==> config.mk <==
export PLATFORM = sky130hd
export DESIGN_NAME = reset_seq_ctrl
export DESIGN_NICKNAME = d
export VERILOG_FILES = /design/src/rtl/reset_seq_ctrl.sv
export SDC_FILE = /design/constraint.sdc
export NUM_CORES = 1
export LEC_CHECK = 0
export ABC_AREA = 1
export BUFFER_PORTS_ARGS = -buffer_cell sky130_fd_sc_hd__buf_2
export CORE_MARGIN = 2
export CORE_UTILIZATION = 52
export DETAILED_ROUTE_END_ITERATION = 16
export GPL_TIMING_DRIVEN = 0
export PLACE_DENSITY = 0.74
export SLEW_MARGIN = 20
export SYNTH_ARGS = -nofsm -noshare
export SYNTH_HDL_FRONTEND = slang
export SYNTH_SLANG_ARGS = --single-unit
==> constraint.sdc <==
create_clock -name clk_i -period 1.51 [get_ports clk_i]
set_clock_uncertainty 0.05 [all_clocks]
set_input_delay 0.151 -clock clk_i [delete_from_list [all_inputs] [get_ports clk_i]]
set_output_delay 0.151 -clock clk_i [all_outputs]
set_load 0.1 [all_outputs]
==> src/rtl/reset_seq_ctrl.sv <==
// Holds every reset domain low for ASSERT_CYC cycles, then releases them in index order RELEASE_DLY apart.
// Releases happen on clock edges and all outputs are registered. hold_i[idx] stalls the pending release; a soft request restarts the sequence.
module reset_seq_ctrl #(
    parameter int N_DOMAINS   = 3,
    parameter int CNT_W       = 8,
    parameter int ASSERT_CYC  = 4,
    parameter int RELEASE_DLY = 8
) (
    input  logic                 clk_i,
    input  logic                 rst_in,
    input  logic                 soft_rst_req_i,
    input  logic [N_DOMAINS-1:0] hold_i,
    output logic [N_DOMAINS-1:0] rst_on,
    output logic                 busy_o,
    output logic                 done_o
);

    localparam int IDX_W = (N_DOMAINS > 1) ? $clog2(N_DOMAINS) : 1;
    localparam logic [CNT_W-1:0] HOLD_LAST = CNT_W'(ASSERT_CYC - 1);
    localparam logic [CNT_W-1:0] GAP_LAST  = CNT_W'(RELEASE_DLY - 1);
    localparam logic [IDX_W-1:0] IDX_LAST  = IDX_W'(N_DOMAINS - 1);

    typedef enum logic [1:0] {
        ST_HOLD    = 2'd0,
        ST_RELEASE = 2'd1,
        ST_RUN     = 2'd2
    } state_t;

    state_t           state;
    logic [CNT_W-1:0] cnt;
    logic [IDX_W-1:0] idx;

    always_ff @(posedge clk_i or negedge rst_in) begin
        if (!rst_in) begin
            state  <= ST_HOLD;
            cnt    <= '0;
            idx    <= '0;
            rst_on <= '0;
            busy_o <= 1'b1;
            done_o <= 1'b0;
        end else if (soft_rst_req_i) begin
            // A sustained request pins the counter at zero, so the hold time runs from its last cycle.
            state  <= ST_HOLD;
            cnt    <= '0;
            idx    <= '0;
            rst_on <= '0;
            busy_o <= 1'b1;
            done_o <= 1'b0;
        end else begin
            case (state)
                ST_HOLD: begin
                    if (cnt == HOLD_LAST) begin
                        state <= ST_RELEASE;
                        cnt   <= '0;
                        idx   <= '0;
                    end else begin
                        cnt <= cnt + 1'b1;
                    end
                end
                ST_RELEASE: begin
                    // The counter saturates at the gap length, so a held domain is released on the first free edge.
                    if (cnt == GAP_LAST) begin
                        if (!hold_i[idx]) begin
                            rst_on[idx] <= 1'b1;
                            cnt         <= '0;
                            if (idx == IDX_LAST) begin
                                state  <= ST_RUN;
                                rst_on <= '1;
                                busy_o <= 1'b0;
                                done_o <= 1'b1;
                            end else begin
                                idx <= idx + 1'b1;
                            end
                        end
                    end else begin
                        cnt <= cnt + 1'b1;
                    end
                end
                ST_RUN: begin
                    rst_on <= '1;
                end
                default: begin
                    state  <= ST_HOLD;
                    cnt    <= '0;
                    idx    <= '0;
                    rst_on <= '0;
                    busy_o <= 1'b1;
                    done_o <= 1'b0;
                end
            endcase
        end
    end

endmodule

==> out/metrics.cfg <==
[power]
ir_drop_mv = 1.29
power_density_nw_per_um2 = 1600
p_leak_nw = 0.828
p_total_mw = 2.65

[synthesis]
ys_warn_count = 0
syn_area_um2 = 1250
ys_seq_area_share_pct = 34.1
avgSynthCellArea_um2 = 6.87
ys_types = 24
syn_inst = 182
synth_fp_nets = 195
ys_ff_latch = 17

[place]
portBuffers = 10
gp_congestion = 0.873
dp_hpwl_um = 2090
placed_area_um2 = 1340
place_inst = 220
dp_slack_ns = -0.165

[timing]
tightestPinTransition_ns = 0.488
fin_crit_sh_pct = 98.2
period_minus_slack_ns = 1.48
fmax_mhz = 674
grt_setup_unrepaired = yes
setup_violations = 0
drv_slew = 0
slew-limit-headroom_pct = 67.7
setup_ws_ns = 0.0271
hold_viol = 0

[setup_path]
crit-reg2reg-launch = state[0]
reg2regPathDepth = 8
critPathRequiredTime_ns = 1.66
r2r-end = state[0]
crit_path_start_kind = register
path_class = register to register
path_max_fanout = 5
end_kind = register
rrSetupSlack_ns = 0.03
startpoint = state[0]
critPathCapture = state[0]
critPathArrivalTime_ns = 1.63

[clocking]
cts-root-buf = clkbuf_4
cts_buffer_depth = 2
numCtsBuffers = 3
h-tree-depth = 1
clk_latency_ns = 0.30
cts.sinks = 17
clk_pin_slew_worst_paths_ns = 0.10
cts_tree = done

[floorplanning]
design.core.area_um2 = 2230
start_util_pct = 56.0
ios = 11
die_w_um = 53.1
rows = 17
die_y_um = 53.1
dieArea_um2 = 2810

[cells_and_area]
antenna_cells = 0
final-instance-count-excl-fill = 239
utilization_pct = 74.1
drive_gt1_share_pct = 39.3
area_growth_pct = 32.2
nNetsFinal = 225
design_area_um2 = 1650

[status]
status = complete, no violations

[grt]
grt_max_degree = 18
gr-total-overflow = 0
grt_pass1_wl_um = 4750
grt.total_usage_pct = 23.3
antenna_found_initial = 0
grt_pass1_vias = 1172

[route]
routedWlPerCell_um = 13.7
drtIter0Drc = 25
drcViolationCount = 0
drtAntennaViolNets = 0
viasPerCell = 5.38
dr.pass1.iters = 4
routed_wl_um = 3270
vias = 1286

[hold_path]
hp-class = primary input to register
min-delay-start = soft_rst_req_i

[run]
cap_violations = 0

[synthesized netlist by cell type]
cell type	number	area, um2
o21ai_0	8	40.0
nor3_1	1	5.00
dfstp_2	1	26.3
dfrtp_1	16	400
o21ai_1	4	20.0
xor2_1	1	8.76
o21ai_2	4	35.0
inv_1	25	93.8
nand3_4	1	17.5
inv_2	4	15.0
o211ai_1	1	7.51
nand3_1	13	65.1
nand4_1	5	31.3
a21oi_1	3	15.0
nand2_2	5	31.3
o2111ai_1	1	8.76
ha_1	7	87.6
nor2_1	15	56.3
o21bai_1	1	7.51
nor2_2	1	6.26
nand2_1	61	229
buf_6	2	22.5
nand3_2	1	10.0
nand2_4	1	11.3
[cell families (layout without fill, tap and decap cells)]
logic type	count (synthesis)	count (layout)	synth area share (%)
buffers and inverters	31	60	10.5
xor gates and xnor gates	1	1	0.700
adders and majority gates	7	7	7.00
and+or+nand+nor	104	104	37.0
DFF	17	17	34.1
AOI/OAI and AO/OA	22	22	10.7
[layer usage]
layer  part of all wire, %  track usage, %  routed length [um]
met1                    42            25.0                1370
met5                     0               0                   0
met2                    54            42.3                1770
met3                   2.0            3.39                  67
met4                   1.9            14.5                  62
[layout make-up]
| type | instances | area [um2] |
|---|---|---|
| Fill cell | 179 | 579 |
| Buffer | 2 | 22.5 |
| Inverter | 29 | 121 |
| Timing Repair Buffer | 25 | 169 |
| Sequential cell | 17 | 430 |
| Tap cell | 28 | 35.0 |
| Multi-Input combinational cell | 134 | 850 |
| Clock buffer | 4 | 26.3 |
[repair_timing]
action                                  in CTS  in global routing
pin swaps                                    0                 18
cloned                                       1                  0
buffers inserted                             2                 11
hold endpoints to repair                    16                  0
endpoints found under the setup margin      17                 17
hold buffers                                 1                  0
gates resized for setup                     13                 43
[registers in the layout, indices dropped and copies added, names as in the netlist]
name / cells
rst_on: 3
idx: 2
busy_o: 1
done_o: 1
cnt: 8
state: 2
[report_power, final]
part	switching (mW)	leakage, nW	total (mW)	internal, mW
clock network	0.148	0.0150	0.251	0.103
registers	0.108	0.225	0.688	0.580
logic	1.13	0.587	1.71	0.583
[metrics by stage]
| stage | TNS (ns) | hold WS (ns) |
|---|---|---|
| after floorplan | 0 | -0.195 |
| after detailed placement | -1.79 | 0.0493 |
| after global routing | -0.217 | 0.121 |
| final | 0 | 0.0927 |
| after global placement | -0.956 | 0.0420 |
| after CTS | -0.0846 | 0.0931 |
[layout by cell type (no fill, tap or decap), types with 2 or more instances in the layout]
master / netlist / routed
ha_1: 7 / 3
o21ai_2: 4 / 4
nand3_1: 13 / 10
o21ai_0: 8 / 6
o21ai_1: 4 / 6
nand4_1: 5 / 5
inv_4: 0 / 2
nand2_4: 1 / 5
nand3_4: 1 / 3
nor2_2: 1 / 8
nand2_1: 61 / 47
nor2_1: 15 / 8
nand2_2: 5 / 14
inv_2: 4 / 6
buf_6: 2 / 3
ha_4: 0 / 3
nand3_2: 1 / 2
buf_4: 0 / 13
buf_2: 0 / 10
a21oi_1: 3 / 3
inv_1: 25 / 20
dfrtp_1: 16 / 13
dfrtp_2: 0 / 3
clkbuf_4: 0 / 3
[worst min-delay path by stage]
stage	end	slack, ns	cells past startpoint
2_1_floorplan	cnt[0]	-0.19	0
3_3_place_gp	cnt[4]	0.04	1
3_5_place_dp	cnt[4]	0.05	1
4_1_cts	cnt[4]	0.09	4
5_1_grt	cnt[4]	0.12	4
6_report	cnt[4]	0.09	4
[critical path, stage by stage (launching register included)]
cell     delay (ns)
dfrtp_2        0.42
inv_2          0.07
ha_1           0.22
nand2_2        0.13
nand3_1        0.12
nand2_1        0.12
nand4_1        0.13
nand2_1        0.10
nand2_1        0.05
Power figures use the tool's default switching activity.
